--- src/rtl/booth_mul_seq.sv ---
// Sequential radix-2 Booth signed multiplier, W x W -> 2W, one step per clock.
// Datapath add/sub uses a parallel-prefix carry-lookahead adder.

module addsub_cla #(
    parameter int W = 4
) (
    input  logic [W-1:0] a,
    input  logic [W-1:0] b,
    input  logic         m,
    output logic [W-1:0] s,
    output logic         v
);

    localparam int L = (W > 1) ? $clog2(W) : 1;

    logic [W-1:0] bx;
    logic [W-1:0] g;
    logic [W-1:0] pr;
    logic [W-1:0] gl [0:L];
    logic [W-1:0] pl [0:L];
    logic [W:0]   c;

    // Kogge-Stone prefix tree: gl[L][i]/pl[L][i] span bits i..0
    always_comb begin
        bx    = b ^ {W{m}};
        g     = a & bx;
        pr    = a ^ bx;
        gl[0] = g;
        pl[0] = pr;
        for (int l = 1; l <= L; l++) begin
            for (int i = 0; i < W; i++) begin
                if (i >= (1 << (l - 1))) begin
                    gl[l][i] = gl[l-1][i]
                             | (pl[l-1][i] & gl[l-1][i-(1<<(l-1))]);
                    pl[l][i] = pl[l-1][i] & pl[l-1][i-(1<<(l-1))];
                end else begin
                    gl[l][i] = gl[l-1][i];
                    pl[l][i] = pl[l-1][i];
                end
            end
        end
        c[0] = m;
        for (int i = 0; i < W; i++) begin
            c[i+1] = gl[L][i] | (pl[L][i] & m);
        end
        s = pr ^ c[W-1:0];
        v = c[W] ^ c[W-1];
    end

endmodule

module booth_mul_seq #(
    parameter int W = 4
) (
    input  logic           clk,
    input  logic           rst_n,
    input  logic           start,
    input  logic [W-1:0]   x,
    input  logic [W-1:0]   y,
    output logic           busy,
    output logic           done,
    output logic [2*W-1:0] p
);

    localparam int CW = $clog2(W + 1);

    typedef enum logic [1:0] {
        S_IDLE,
        S_CALC,
        S_DONE
    } state_t;

    state_t        state;
    logic [W-1:0]  mc;
    logic [W-1:0]  acc;
    logic [W-1:0]  q;
    logic          q_1;
    logic [CW-1:0] cnt;

    logic [W-1:0]  s;
    logic          v;
    logic [W-1:0]  sum;
    logic          msb;
    logic [W-1:0]  acc_n;
    logic [W-1:0]  q_n;

    addsub_cla #(.W(W)) u_addsub (
        .a (acc),
        .b (mc),
        .m (q[0]),
        .s (s),
        .v (v)
    );

    // On add/sub the true sign is S^V, so ACC - (-2^(W-1)) stays exact
    always_comb begin
        sum = acc;
        msb = acc[W-1];
        unique case ({q[0], q_1})
            2'b01, 2'b10: begin
                sum = s;
                msb = s[W-1] ^ v;
            end
            default: begin
                sum = acc;
                msb = acc[W-1];
            end
        endcase
        acc_n = {msb, sum[W-1:1]};
        q_n   = {sum[0], q[W-1:1]};
    end

    always_ff @(posedge clk or negedge rst_n) begin
        if (!rst_n) begin
            state <= S_IDLE;
            mc    <= '0;
            acc   <= '0;
            q     <= '0;
            q_1   <= 1'b0;
            cnt   <= '0;
            busy  <= 1'b0;
            done  <= 1'b0;
            p     <= '0;
        end else begin
            unique case (state)
                S_IDLE, S_DONE: begin
                    done <= 1'b0;
                    if (start) begin
                        mc    <= x;
                        q     <= y;
                        acc   <= '0;
                        q_1   <= 1'b0;
                        cnt   <= CW'(W);
                        busy  <= 1'b1;
                        state <= S_CALC;
                    end else begin
                        busy  <= 1'b0;
                        state <= S_IDLE;
                    end
                end
                S_CALC: begin
                    acc <= acc_n;
                    q   <= q_n;
                    q_1 <= q[0];
                    cnt <= cnt - 1'b1;
                    if (cnt == CW'(1)) begin
                        p     <= {acc_n, q_n};
                        busy  <= 1'b0;
                        done  <= 1'b1;
                        state <= S_DONE;
                    end
                end
                default: begin
                    busy  <= 1'b0;
                    done  <= 1'b0;
                    state <= S_IDLE;
                end
            endcase
        end
    end

endmodule

--- config.mk ---
export PLATFORM = sky130hd
export DESIGN_NAME = booth_mul_seq
export DESIGN_NICKNAME = d
export VERILOG_FILES = /design/src/rtl/booth_mul_seq.sv
export SDC_FILE = /design/constraint.sdc
export NUM_CORES = 1
export LEC_CHECK = 0
export ABC_AREA = 1
export BUFFER_PORTS_ARGS = -buffer_cell sky130_fd_sc_hd__buf_4
export CORE_AREA = 2 2 53 92
export CTS_BUF_LIST = sky130_fd_sc_hd__clkbuf_16
export DETAILED_ROUTE_END_ITERATION = 16
export DIE_AREA = 0 0 55 94
export SYNTH_ARGS = -nofsm -noshare
export SYNTH_HDL_FRONTEND = slang
export SYNTH_HIERARCHICAL = 1
export SYNTH_SLANG_ARGS = --single-unit
--- constraint.sdc ---
create_clock -name clk -period 4.35 [get_ports clk]
set_input_delay 0.87 -clock clk [delete_from_list [all_inputs] [get_ports clk]]
set_output_delay 0.87 -clock clk [all_outputs]
set_load 0.03 [all_outputs]
; ---- Word-level counts from Yosys, hierarchy flattened
; Index checks and enable logic that the tools add are counted.
[word_totals]
reg_bits = 28
latch_bits = 0
ramBits = 0
rom_bits = 0
inputBits = 11
word_cells = 71
mem_count = 0
[classes]
n_addsub = 1
n_mul = 0
n_div = 0
magnitude_cmp = 0
n_eq_ne = 7
shift = 0
muxes = 18
bitwise_logic = 29
n_reduce_logical = 7
[op_table]
columns = cell, n
row1 = $pmux 4 s2, 2
row2 = $and 1x1->1, 14
row3 = $mux 4, 3
row4 = $xor 4x4->4, 3
row5 = $or 1x1->1, 9
row6 = $mux 1, 7
row7 = $pmux 3 s2, 1
row8 = $reduce_and 2->1, 3
row9 = $and 4x4->4, 1
row10 = $eq 2x1->1 const B, 2
row11 = $eq 2x2->1 const B, 2
row12 = $ne 2x2->1 const B, 2
row13 = $pmux 1 s2, 2
row14 = $pmux 2 s2, 1
row15 = $reduce_or 2->1, 2
row16 = $eq 3x1->1 const B, 1
row17 = $mux 3, 1
row18 = $sub 3x1->3 const B, 1
row19 = $logic_not 2->1, 1
row20 = $mux 2, 1
row21 = $reduce_bool 2->1, 1
row22 = $xor 1x1->1, 2

; ---- Depth between registers and ports, before layout
[logic_depth]
depth_word = 11
depth_mapped = 17

; ---- By module
; The synthesis kept the hierarchy.
[modules_own_cells]
columns = mod, instances, cells_each, area_each_um2, seq_area_each_um2
row1 = booth_mul_seq, 1, 157, 1308.8, 700.7
row2 = addsub_cla, 1, 49, 299.0, 0.0

; ---- Least setup slack after synthesis
; No wires, ideal clock.
[synth_timing]
kind = reg2reg
startpoint = register q[0]
endpoint = register p[7]
setup_time_ns = 0.116
t_arrival_ns = 1.770
slack_ns = 2.463
stages_incl_launch_ff = 17
path_buffers = 2
period_less_slack_ns = 1.887
cell_sequence = dfrtp_1 buf_6 xor2_1 ha_1 buf_6 nand2_2 nand3_1 nor2_1 nand2_1 nand2_1 inv_1 nand2_1 nand2_1 nand2_1 nand2_1 nand2_1 nand2_1
[synth_via]
elab_cells_between_ends = 29
classes_between = 2 x eq/ne / 1 x mux / 25 x bitwise / 1 x reduce/logical
[synth_lines]
columns = element, line
row1 = from (decl), 76  ; logic [W-1:0] q;
row2 = from (signal assigned), 130  ; q <= y;
row3 = from (signal assigned), 143  ; q <= q_n;
row4 = $xor 4x4->4, 25  ; bx = b ^ {W{m}};
row5 = $xor 4x4->4 or $and 4x4->4 (tied branches), "27, 26"
row6 = "$and 1x1->1, on equally long branches", "34, 35"
row7 = $or 1x1->1 (tied with other cells), 34  ; | (pl[l-1][i] & gl[l-1][i-(1<<(l-1))]);
row8 = $or 1x1->1 or $and 1x1->1 (tied branches), "34, 44"
row9 = $or 1x1->1, 44  ; c[i+1] = gl[L][i] | (pl[L][i] & m);
row10 = $xor 4x4->4 *, 46  ; s = pr ^ c[W-1:0];
row11 = via s[3], 80  ; logic [W-1:0] s;
row12 = $xor 1x1->1 *, 102  ; msb = s[W-1] ^ v;
row13 = $mux 1 *, 99  ; unique case ({q[0], q_1})
row14 = to (signal assigned), 147  ; p <= {acc_n, q_n};
row15 = to (decl), 62  ; output logic [2*W-1:0] p
; The timed path passes the listed nets; every way through them passes the cells marked *.
; A chain may end at the register's enable or synchronous reset.

; ---- Final worst setup path
[layout_timing]
startpoint = register q[0]
endpoint = register acc[3]
[layout_via]
elab_cells_between_ends = 30
classes_between = 2 x eq/ne / 2 x mux / 25 x bitwise / 1 x reduce/logical
[layout_lines]
columns = element, line
row1 = $xor 4x4->4, 25
row2 = $xor 4x4->4 or $and 4x4->4 (tied branches), "27, 26"
row3 = "$and 1x1->1, on equally long branches", "34, 35"
row4 = $or 1x1->1 (tied with other cells), 34
row5 = $or 1x1->1 or $and 1x1->1 (tied branches), "34, 44"
row6 = $or 1x1->1, 44
row7 = $xor 4x4->4 *, 46
row8 = via s[3], 80
row9 = $xor 1x1->1 *, 102
row10 = $mux 1 *, 99
row11 = $pmux 4 s2 *, 125  ; unique case (state)
row12 = to (signal assigned), 142  ; acc <= acc_n;
row13 = to (decl), 75  ; logic [W-1:0] acc;
; Marks and branches as above.

==> results.toml <==
[timing]
slew-limit-headroom_pct = 69.3
fmaxAchievable_mhz = 465
setup_violations = 0
rsz0062_at_grt = "no"
final.setup.tns_ns = 0
fin_crit_sh_pct = 49.4
fin_crit_ns = 2.15
drv_slew = 0
tightestPinTransition_ns = 0.460
finClkSkew_ns = 0.00210
hold_viol_final = 0
hold_slack_ns = 0.483

[synth]
syn_avg_cell_area_um2 = 7.80
synth_ff_type = "dfrtp_1"
synth_area_leaders = "dfrtp_1 (44%), nand2_1 (17%), inv_1 (6.8%)"
ys_types = 21
synth_nets = 223
postSynthCellCount = 206
synth_top_area_cell = "dfrtp_1"
synth_edf_count = 0
synth_common_cells = "nand2_1 (74), inv_1 (29), dfrtp_1 (28)"
synth_seq_area_share_pct = 43.6
synth_top_area_share_pct = 43.6
ys_warn_count = 6
syn_area_um2 = 1610
synth_most_common_cell = "nand2_1"
async_flop_share_pct = 100
synth_seq_cells = 28

[finish]
register_area_um2 = 701
multi_input_area_um2 = 738
nFillCells = 468
fin_nets = 243
drive_gt1_share_pct = 19.6
diodes = 0
finalNonFillerCells = 275
area_growth_pct = 14.9

[detailed_routing]
via_per_inst = 4.56
dr.first_iter.drc_count = 22
ant_nets = 0
wl_per_cell_um = 11.3
drc = 0
drt-pass1-iter-count = 4
vias = 1254
routed_wl_mm = 3.12

[setup_path]
worstPathCellList = "xor2_1, ha_1, nand2_2, nand3_1, nor2_1, nand2_1, nand2_1, inv_1, nand2_1, nand2_1, nand2_1, nand2_1, nand2_1, nand2_1"
r2r-end = "acc[3]"
r2r_slack_ns = 2.20
timing.rr.start = "q[0]"
critPathSlowestCell = "dfrtp_1"
max_stage_delay_ns = 0.55
worstPathMaxFanout = 12
crit_path_start_kind = "flip-flop"
worst_ep_arrival_time_ns = 2.31
worstPathRequired_ns = 4.51
reg2reg_depth = 14
crit_type = "reg2reg"
end_kind = "flip-flop"
crit_path_frequent_cell = "nand2_1"

[floorplan]
io_pins = 21
rows = 32
die_h_um = 94
initial_core_util_pct = 36.5
core-area_um2 = 4400
die_w_um = 55
die_area_um2 = 5170

[hold_path]
min_to = "cnt[2]"
min_delay_path_depth = 2
min-delay-start = "cnt[2]"
min_path_type = "reg2reg"

[grt]
grt_usage_pct = 14.8
grt_max_degree = 29
grt_pass1_wl_mm = 5.56
grt_pass1_vias = 1258
overflow = 0
antenna_found_initial = 0

[clocking]
path_clk_slew_ns = 0.06
postCtsSetupRepairBufs = 0
cts_hold_buf = 0
cts_tree = "built"
insertion_delay_ns = 0.26
cts.sinks = 28
cts-root-buf = "clkbuf_16"
cts_max_path_buffers = 2
h-tree-depth = 1
cts_inserted_buffers = 3
ctsResizeCount = 0

[status]
status = "complete, no violations"

[placement]
io_buffers = 20
dp_hpwl_mm = 2.44
place.gp.congestion = 0.783
dpl.cell_count = 272

[flow_run]
cap_violations = 0
## worst max-delay path by stage
stage,to,slack [ns],start,cells after the start
2_1_floorplan,p[7],2.46,q[0],16
6_report,acc[3],2.20,q[0],14
5_1_grt,p[7],1.99,q[0],14
3_3_place_gp,p[7],2.24,q[0],14
4_1_cts,acc[3],2.19,q[0],14
3_5_place_dp,acc[3],2.22,q[0],14
## layout by cell type (no fill, tap or decap)
master and n:
inv_4 1, nand2_2 11, nand3_1 14, nand2_4 2
o21ai_2 4, inv_2 1, buf_4 20, ha_1 6
xnor2_1 1, nand2_1 74, o21ai_0 5, nand4_1 1
a21oi_1 1, dfrtp_1 28, nor2_1 13, xor2_1 6
o22ai_1 2, clkbuf_16 3, nor2_8 1, inv_1 29
nand3_2 1
## final cells by class
| type | count | share of cell area [%] |
|---|---|---|
| clock buffer | 3 | 4.07 |
| inverter | 31 | 6.44 |
| multi-input combinational | 142 | 40.0 |
| sequential | 28 | 37.9 |
| tap | 51 | 3.46 |
| timing repair buffer | 20 | 8.13 |
## kinds of logic after synthesis
group | count (synthesis) | synth area share, %
compound gates | 12 | 4.82
xor+xnor | 7 | 3.81
fa+ha+maj | 6 | 4.67
buf+inv | 36 | 10.5
flops | 28 | 43.6
simple gates | 117 | 32.6
## routing by layer
| layer | vias to the layer above | share of wire (%) | global-route usage, % |
|---|---|---|---|
| met5 | - | 0 | 0 |
| met4 | 0 | 2.0 | 6.10 |
| met3 | 5 | 2.5 | 2.23 |
| met2 | 13 | 56 | 26.5 |
| met1 | 578 | 40 | 16.4 |
| li1 | 658 | - | - |
## registers in the layout (all words and copies together), names as in the netlist
register	count
p	8
acc	4
mc	4
q	4
cnt	3
state	2
busy	1
done	1
q_1	1
## stage by stage
step | instance area, um^2 | setup slack, ns | util, %
after CTS | 1850 | 2.19 | 41.9
final | 1850 | 2.20 | 41.9
after floorplan | 1610 | 2.46 | -
after detailed placement | 1770 | 2.22 | 40.2
after global routing | 1850 | 1.99 | 41.9
after global placement | 1770 | 2.24 | 40.2
## worst max-delay path: cells and delay by family, from the launching register on
family	cells	cell delay, ns
XOR/XNOR	1	0.22
adder cells (fa/ha/maj)	1	0.40
buffers and inverters	1	0.05
flip-flops	1	0.55
AND/OR/NAND/NOR	11	0.81
Power is not shown: default switching activity piles up to over one toggle a cycle in this logic, so the estimate is an artifact.
